$ cat src/rtl/token_encoder.sv
// token_encoder: vocabulary tokenizer driving input, vocab and output SRAMs.
// Splits a delimited string into words and writes one token ID per word.
module token_encoder #(
  parameter int DATA_WIDTH = 8,
  parameter int IN_ADDR_WIDTH = 4,
  parameter int VOCAB_ENTRIES = 16,
  parameter int MAX_WORD_LEN = 4,
  parameter int OUT_ADDR_WIDTH = 4,
  parameter logic [DATA_WIDTH-1:0] DELIM = 8'h20,
  localparam int ID_WIDTH = $clog2(VOCAB_ENTRIES + 1),
  localparam int VA_WIDTH = $clog2(VOCAB_ENTRIES * MAX_WORD_LEN)
) (
  input  logic                      clk,
  input  logic                      rst_n,
  input  logic                      start,
  output logic                      busy,
  output logic                      done,
  output logic                      overflow,
  output logic [OUT_ADDR_WIDTH:0]   token_count,
  output logic [IN_ADDR_WIDTH-1:0]  in_addr,
  input  logic [DATA_WIDTH-1:0]     in_rdata,
  output logic [VA_WIDTH-1:0]       v_addr,
  input  logic [DATA_WIDTH-1:0]     v_rdata,
  output logic                      out_we,
  output logic [OUT_ADDR_WIDTH-1:0] out_addr,
  output logic [ID_WIDTH-1:0]       out_wdata
);

  localparam int WL_W = $clog2(MAX_WORD_LEN + 1);
  localparam int KW =
    (MAX_WORD_LEN > 1) ? $clog2(MAX_WORD_LEN) : 1;
  localparam int TC_W = OUT_ADDR_WIDTH + 1;
  localparam logic [ID_WIDTH-1:0] UNK_ID =
    ID_WIDTH'(VOCAB_ENTRIES);
  localparam logic [ID_WIDTH-1:0] LAST_E =
    ID_WIDTH'(VOCAB_ENTRIES - 1);
  localparam logic [WL_W-1:0] MAXL = WL_W'(MAX_WORD_LEN);
  localparam logic [IN_ADDR_WIDTH-1:0] LAST_IN = '1;
  localparam logic [TC_W-1:0] CAP =
    {1'b1, {OUT_ADDR_WIDTH{1'b0}}};

  typedef enum logic [2:0] {
    S_IDLE,
    S_SKIP,
    S_LOAD,
    S_MATCH,
    S_EMIT,
    S_FINISH
  } state_t;

  state_t state, nxt;

  logic                  rd_vld;
  logic                  v_vld;
  logic                  too_long;
  logic                  term_delim;
  logic [DATA_WIDTH-1:0] word_buf [MAX_WORD_LEN];
  logic [WL_W-1:0]       word_len;
  logic [ID_WIDTH-1:0]   ent;
  logic [ID_WIDTH-1:0]   id;
  logic [KW-1:0]         k;

  logic                  is_zero;
  logic                  is_delim;
  logic                  in_last;
  logic                  load_stop;
  logic                  long_next;
  logic                  full;
  logic                  byte_ok;
  logic                  last_k;
  logic [WL_W-1:0]       klast;
  logic [DATA_WIDTH-1:0] exp_b;
  logic [VA_WIDTH-1:0]   next_base;

  // Character classification and per-byte vocab comparison
  always_comb begin
    is_zero   = in_rdata == '0;
    is_delim  = in_rdata == DELIM;
    in_last   = in_addr == LAST_IN;
    load_stop = is_zero | is_delim;
    long_next = too_long |
                (!load_stop && word_len == MAXL);
    full      = token_count == CAP;
    klast     = (word_len == MAXL) ?
                MAXL - WL_W'(1) : word_len;
    exp_b     = (WL_W'(k) < word_len) ?
                word_buf[k] : '0;
    byte_ok   = v_rdata == exp_b;
    last_k    = WL_W'(k) == klast;
    next_base = VA_WIDTH'((int'(ent) + 1) * MAX_WORD_LEN);
  end

  // State register
  always_ff @(posedge clk or negedge rst_n) begin
    if (!rst_n) state <= S_IDLE;
    else        state <= nxt;
  end

  // Next-state decode; reads wait one cycle for SRAM data
  always_comb begin
    nxt = state;
    unique case (state)
      S_IDLE: if (start) nxt = S_SKIP;
      S_SKIP: begin
        if (rd_vld) begin
          unique case (1'b1)
            is_zero:  nxt = S_FINISH;
            is_delim: nxt = in_last ? S_FINISH : S_SKIP;
            default:  nxt = S_LOAD;
          endcase
        end
      end
      S_LOAD: begin
        if (rd_vld && (load_stop || in_last))
          nxt = long_next ? S_EMIT : S_MATCH;
      end
      S_MATCH: begin
        if (v_vld) begin
          if (!byte_ok) begin
            if (ent == LAST_E) nxt = S_EMIT;
          end else if (last_k) begin
            nxt = S_EMIT;
          end
        end
      end
      S_EMIT: begin
        if (full)            nxt = S_FINISH;
        else if (term_delim) nxt = S_SKIP;
        else                 nxt = S_FINISH;
      end
      S_FINISH: nxt = S_IDLE;
      default:  nxt = S_IDLE;
    endcase
  end

  // Datapath: addresses, word buffer, match search, counters
  always_ff @(posedge clk or negedge rst_n) begin
    if (!rst_n) begin
      in_addr     <= '0;
      v_addr      <= '0;
      rd_vld      <= 1'b0;
      v_vld       <= 1'b0;
      too_long    <= 1'b0;
      term_delim  <= 1'b0;
      word_len    <= '0;
      ent         <= '0;
      id          <= '0;
      k           <= '0;
      token_count <= '0;
      overflow    <= 1'b0;
      for (int i = 0; i < MAX_WORD_LEN; i++)
        word_buf[i] <= '0;
    end else begin
      unique case (state)
        S_IDLE: begin
          if (start) begin
            in_addr     <= '0;
            rd_vld      <= 1'b0;
            token_count <= '0;
            overflow    <= 1'b0;
          end
        end
        S_SKIP: begin
          if (!rd_vld) begin
            rd_vld <= 1'b1;
          end else if (is_delim) begin
            if (!in_last) begin
              in_addr <= in_addr + IN_ADDR_WIDTH'(1);
              rd_vld  <= 1'b0;
            end
          end else if (!is_zero) begin
            word_len <= '0;
            too_long <= 1'b0;
          end
        end
        S_LOAD: begin
          if (!rd_vld) begin
            rd_vld <= 1'b1;
          end else begin
            if (!load_stop) begin
              if (word_len < MAXL) begin
                word_buf[word_len[KW-1:0]] <= in_rdata;
                word_len <= word_len + WL_W'(1);
              end else begin
                too_long <= 1'b1;
              end
            end
            if (load_stop || in_last) begin
              term_delim <= is_delim;
              ent        <= '0;
              k          <= '0;
              v_addr     <= '0;
              v_vld      <= 1'b0;
              id         <= UNK_ID;
            end else begin
              in_addr <= in_addr + IN_ADDR_WIDTH'(1);
              rd_vld  <= 1'b0;
            end
          end
        end
        S_MATCH: begin
          if (!v_vld) begin
            v_vld <= 1'b1;
          end else if (!byte_ok) begin
            if (ent != LAST_E) begin
              ent    <= ent + ID_WIDTH'(1);
              k      <= '0;
              v_addr <= next_base;
              v_vld  <= 1'b0;
            end
          end else if (last_k) begin
            id <= ent;
          end else begin
            k      <= k + KW'(1);
            v_addr <= v_addr + VA_WIDTH'(1);
            v_vld  <= 1'b0;
          end
        end
        S_EMIT: begin
          if (full) overflow <= 1'b1;
          else      token_count <= token_count + TC_W'(1);
        end
        default: ;
      endcase
    end
  end

  // Handshake and output-SRAM write port
  always_comb begin
    busy      = 1'b0;
    done      = 1'b0;
    out_we    = 1'b0;
    out_addr  = token_count[OUT_ADDR_WIDTH-1:0];
    out_wdata = id;
    unique case (state)
      S_SKIP, S_LOAD, S_MATCH: busy = 1'b1;
      S_EMIT: begin
        busy   = 1'b1;
        out_we = !full;
      end
      S_FINISH: done = 1'b1;
      default: ;
    endcase
  end

endmodule
$ cat config.mk
export PLATFORM = sky130hd
export DESIGN_NAME = token_encoder
export DESIGN_NICKNAME = d
export VERILOG_FILES = /design/src/rtl/token_encoder.sv
export SDC_FILE = /design/constraint.sdc
export NUM_CORES = 1
export LEC_CHECK = 0
export CAP_MARGIN = 20
export CORE_ASPECT_RATIO = 1.5
export CORE_MARGIN = 4
export CORE_UTILIZATION = 50
export CTS_BUF_LIST = sky130_fd_sc_hd__clkbuf_8
export DETAILED_ROUTE_END_ITERATION = 10
export HOLD_SLACK_MARGIN = 0.02
export PLACE_DENSITY = 0.73
export SLEW_MARGIN = 20
export SYNTH_ARGS = -nofsm -noshare
export SYNTH_HDL_FRONTEND = slang
export SYNTH_SLANG_ARGS = --single-unit
$ cat constraint.sdc
create_clock -name clk -period 4.8 [get_ports clk]
set_clock_uncertainty 0.2 [all_clocks]
set_input_delay 0.48 -clock clk [delete_from_list [all_inputs] [get_ports clk]]
set_output_delay 0.48 -clock clk [all_outputs]
set_load 0.005 [all_outputs]
== Word level (Yosys, flattened, before mapping) ==
Index checks and enable logic that the tools add are counted.
Cells by class
  bitwise gates (word level): 5
  $add $sub $neg: 7
  reductions and logical operators: 26
  order comparisons: 5
  muxes and demuxes: 90
  eq/ne operators: 37
Operators with widths (number)
  5-bit two-way mux: 12
  3-bit two-way mux: 18
  2-bit inequality test (second input constant): 20
  6-bit two-way mux: 6
  32-bit bitwise mux: 1
  8-bit two-way mux: 4
  5-bit case mux with 2 select lines: 3
  4-bit two-way mux: 6
  6-bit AND reduction: 4
  1-bit two-way mux: 22
  7-bit AND reduction: 3
  8-bit binary-select mux with 2-bit select: 1
  8-bit demux with 2-bit select: 1
  3-bit case mux with 5 select lines: 1
  2-bit two-way mux: 6
  3-bit inequality test (second input constant): 4
  3-bit case mux with 2 select lines: 2
  4-bit case mux with 3 select lines: 1
  6-bit case mux with 2 select lines: 1
  3-bit AND reduction: 4
  5-bit by 1-bit adder with 5-bit output (second input constant): 2
  3-bit == test (second input constant): 3
  4-bit by 1-bit adder with 4-bit output (second input constant): 2
  8-bit by 6-bit == test with 1-bit output (second input constant): 1
  31 further kinds: 42
Storage, ports and cells
  output and inout port bits: 28
  logic and storage cells: 187
  register bits after elaboration: 70

== Longest topological paths before layout ==
  depth after elaboration: 9
  gate-level depth with buffers: 11
  gate-level depth less buffers: 10

== Worst setup path before layout ==
No wires, ideal clock.
  kind: register to register
  start: reg k[0]
  end: reg id[0] (netlist: out_wdata[0])
  arrival time: 2.468 ns
  slack: 2.053 ns
  required time: 4.521 ns
  cell stages (with the launch flop): 10
  path through: dfrtp_1 -> buf_6 -> mux4_2 -> nand2b_1 -> or4b_4 -> o311ai_4 -> nand4_4 -> nand2b_4 -> a21oi_4 -> mux2i_1
On the way
  longest elaborated chain between the ends: 8
RTL lines
  from (decl): RTL line 61  | logic [KW-1:0] k;
  from (signal assigned): RTL line 214  | k <= k + KW'(1);
  2-bit NOT with 3-bit output (not written as such): RTL line 87  | word_buf[k] : '0;
  8-bit binary-select mux with 2-bit select: RTL line 87
  8-bit two-way mux (not written as such) (2 in series): RTL line 87
  8-bit two-way mux: RTL line 86  | exp_b = (WL_W'(k) < word_len) ?
  8-bit == test: RTL line 88  | byte_ok = v_rdata == exp_b;
  2-bit inequality test (no line)
  6-bit AND reduction (no line) *
  to (signal assigned): RTL line 212  | id <= ent;
  to (decl): RTL line 60  | logic [ID_WIDTH-1:0] id;
Mark *: on every way between the ends. The rest lies on a longest branch, timed or not. The select of a mux whose other input is x is not followed.
A chain may end at the register's enable or synchronous reset.

== Worst setup path after layout ==
  start: reg k[0]
  end: reg v_addr[4]
On the way
  longest elaborated chain between the ends: 9
RTL lines
  2-bit NOT with 3-bit output (not written as such): RTL line 87
  8-bit binary-select mux with 2-bit select: RTL line 87
  8-bit two-way mux (not written as such) (2 in series): RTL line 87
  8-bit two-way mux: RTL line 86
  8-bit == test: RTL line 88
  6-bit two-way mux: RTL line 204  | end else if (!byte_ok) begin
  6-bit two-way mux: RTL line 202  | if (!v_vld) begin
  6-bit case mux with 2 select lines: RTL line 154  | unique case (state)
  to (signal assigned): RTL line 208  | v_addr <= next_base;
  to (signal assigned): RTL line 215  | v_addr <= v_addr + VA_WIDTH'(1);
  to (decl): RTL line 22  | output logic [VA_WIDTH-1:0] v_addr,
Several ways; a longest one is shown, not always the timed one. The select of a mux whose other input is x is not followed.

==> impl_metrics.json <==
{
  "htree_levels": 3,
  "crit_path_end_kind": "flop",
  "p_int_w": 0.00147,
  "clkLatencyLatePin_ns": 0.35,
  "drive_above_1_share_pct": 16.7,
  "synth-main-ff-cell": "dfrtp_1",
  "floorplan.rows": 39,
  "post_cts_resized": 0,
  "synth_top_family_by_area": "simple AND/OR/NAND/NOR gates",
  "synthMostInstantiatedCell": "dfrtp_1",
  "holdBufCountCts": 0,
  "critPathLaunchType": "flop",
  "seqPwrFrac_pct": 41.0,
  "drc": 0,
  "worst_ep_required_time_ns": 4.85,
  "n_antenna_cell": 0,
  "synth_area_per_cell_sq_um": 10.5,
  "firstDrtPassIters": 4,
  "path_class": "reg -> reg",
  "nNetsFinal": 445,
  "synth_area_leader_cell": "dfrtp_1",
  "cp_slowest_stage_delay_ns": 0.81,
  "synth_top_area_share_pct": 44.6,
  "critPathMaxFanout": 15,
  "cp_slowest_cell": "dfrtp_1",
  "power_density_nw_per_um2": 514,
  "reg2regPathDepth": 8,
  "worst_pin_slew_ns": 0.934,
  "regArea_sq_um": 1750,
  "wl_per_cell_microns": 16.5,
  "setup_viol": 0,
  "r2r-start": "k[0]$_DFFE_PN0P_",
  "outcome": "completed",
  "via_per_inst": 5.63,
  "syn_to_final_growth_pct": 17.1,
  "finalWirelength_microns": 8600,
  "max_slew_margin_pct": 37.2,
  "port_buffers": 46,
  "synth_area_sq_um": 3930,
  "fin_setup_tns_ns": 0,
  "gr-usage-all-layers_pct": 20.3,
  "holdCritPathClass": "in -> async",
  "start_util_pct": 51.3,
  "synthXorXnorAreaFrac_pct": 2.67,
  "die_w_microns": 80.4,
  "root_buffer": "clkbuf_8",
  "synth_edf_count": 0,
  "grt_pass1_wl_microns": 14800,
  "fmax_ghz": 0.283,
  "synth-compound-area-share_pct": 12.4,
  "ios": 47,
  "synth_cells": 373,
  "grt_pass1_vias": 3143,
  "clk_path_buf_depth": 2,
  "ys_top_cells_by_area": "dfrtp_1 (45%), mux2_2 (9.5%), mux4_2 (4.6%)",
  "peakVddDrop_uv": 281,
  "p_switching_w": 0.000890,
  "n_fill_cell": 659,
  "synth.distinct_cells": 56,
  "ant_nets": 0,
  "cts_tree": "yes",
  "pwr-share-comb_pct": 41.0,
  "finish.instance_area_sq_um": 4600,
  "vias": 2938,
  "path_cells": "mux4_2, nand2b_1, or4b_4, o311ai_4, nand4_4, mux2i_2, o21ai_0, o31ai_1",
  "cts_buffers": 9,
  "fin_crit_ns": 3.53,
  "post_cts_buffers": 0,
  "yosysWarnings": 0,
  "timing.final.max_slew_violations": 0,
  "clock_power_share_pct": 18.0,
  "seq_area_frac_synth_pct": 44.6,
  "cap_violations": 0,
  "drt_iter0_drc": 166,
  "globalplace.congestion": 0.779,
  "grt_max_degree": 43,
  "clk_pin_slew_ns": 0.08,
  "crit_arrival_ns": 3.58,
  "antenna_found_initial": 0,
  "die_area_sq_um": 9370,
  "grt-ovfl-total": 0,
  "p_leak_nw": 1.95,
  "core_area_sq_um": 7660,
  "synthSimpleGateAreaFrac_pct": 16.7,
  "period_share_pct": 73.6,
  "placed_area_sq_um": 4430,
  "r2r-end": "v_addr[4]$_DFFE_PN0P_",
  "cts_sinks": 70,
  "multi_input_area_sq_um": 2010,
  "dp_hpwl_microns": 6380,
  "synth.area.mux_share_pct": 15.9,
  "async_flop_share_pct": 100,
  "synthTopCellsByCount": "dfrtp_1 (70), nand2_1 (38), mux2_2 (33)",
  "synth_fa_ha_area_share_pct": 3.50,
  "hold_violations": 0,
  "sw_frac_of_total_pct": 37.7,
  "die_y_microns": 117,
  "synth_nets": 403,
  "rrSetupSlack_ns": 1.27,
  "synth_seq_cells": 70,
  "rsz0062_at_grt": "no"
}
## worst max-delay path by stage
stage,startpoint,to,slack (ns),depth (start not counted)
2_1_floorplan,k[0]$_DFFE_PN0P_,out_wdata[0]$_DFFE_PN0P_,2.05,9
3_3_place_gp,k[0]$_DFFE_PN0P_,k[0]$_DFFE_PN0P_,1.35,8
6_report,k[0]$_DFFE_PN0P_,v_addr[4]$_DFFE_PN0P_,1.27,8
5_1_grt,k[0]$_DFFE_PN0P_,k[0]$_DFFE_PN0P_,0.98,8
3_5_place_dp,k[0]$_DFFE_PN0P_,v_addr[4]$_DFFE_PN0P_,1.24,8
4_1_cts,k[0]$_DFFE_PN0P_,v_addr[4]$_DFFE_PN0P_,1.22,8
## routing by layer
metal  track usage [%]  vias up  wire length, microns
met3              3.24       14                   232
li1                  -     1425                     -
met4              7.55        0                   168
met1              23.8     1443                  3550
met2              37.1       56                  4650
met5                 0        -                     0
## cell usage in the layout, fill, tap and decap left out, drive strengths merged, types with 7 or more instances in the layout
cell type	n
nand3	7
dfrtp	70
o21ai	21
clkbuf	9
nand2	38
mux2i	7
clkdlybuf4s50	45
mux4	8
a21oi	15
nor3	11
nor2	32
ha	11
inv	19
mux2	33
xor2	8
## critical path, delay by kind of cell, from the launching register on
| family | cells | cell delay [ns] |
|---|---|---|
| AOI/OAI and AO/OA | 3 | 0.35 |
| and+or+nand+nor | 3 | 0.95 |
| DFF | 1 | 0.81 |
| muxes | 2 | 1.13 |
## stage by stage
stage | worst slack, ns | cells | hold slack, ns | utilization [%] | power [W]
2_1_floorplan | 2.05 | 373 | -0.0156 | - | 0.00164
3_3_place_gp | 1.35 | 506 | 0.283 | 57.8 | 0.00191
3_5_place_dp | 1.24 | 506 | 0.286 | 57.8 | 0.00195
4_1_cts | 1.22 | 522 | 0.0964 | 60.1 | 0.00238
5_1_grt | 0.980 | 522 | 0.138 | 60.1 | 0.00255
6_report | 1.27 | 522 | 0.0642 | 60.1 | 0.00236
## power groups by stage
stage	logic, W	clock network [W]	registers [W]
6_report	0.000969	0.000425	0.000968
5_1_grt	0.00109	0.000465	0.00100
4_1_cts	0.000980	0.000432	0.000967
3_5_place_dp	0.000977	0	0.000978
3_3_place_gp	0.000946	0	0.000968
2_1_floorplan	0.000733	0	0.000902
## cell families after synthesis
| kind of cell | count (synthesis) |
|---|---|
| AO/OA/AOI/OAI | 71 |
| XOR/XNOR | 12 |
| adder cells (fa/ha/maj) | 11 |
| buffers and inverters | 34 |
| flip-flops | 70 |
| multiplexers | 48 |
| AND/OR/NAND/NOR | 127 |
## sequential cells by signal, summed over array words and instances, names as in the netlist, 3 cells and up
| signal | cells |
|---|---|
| word_buf | 32 |
| token_count | 5 |
| state | 3 |
| ent | 5 |
| out_wdata | 5 |
| word_len | 3 |
| in_addr | 4 |
| v_addr | 6 |
## cell type report
type	count	area share [%]
multi-input combinational	269	43.7
sequential	70	38.1
tap	102	2.77
inverter	17	1.39
timing repair buffer	48	10.2
clock buffer	9	2.69
clock inverter	7	1.12
No activity file was read; power rests on OpenSTA's default activity.
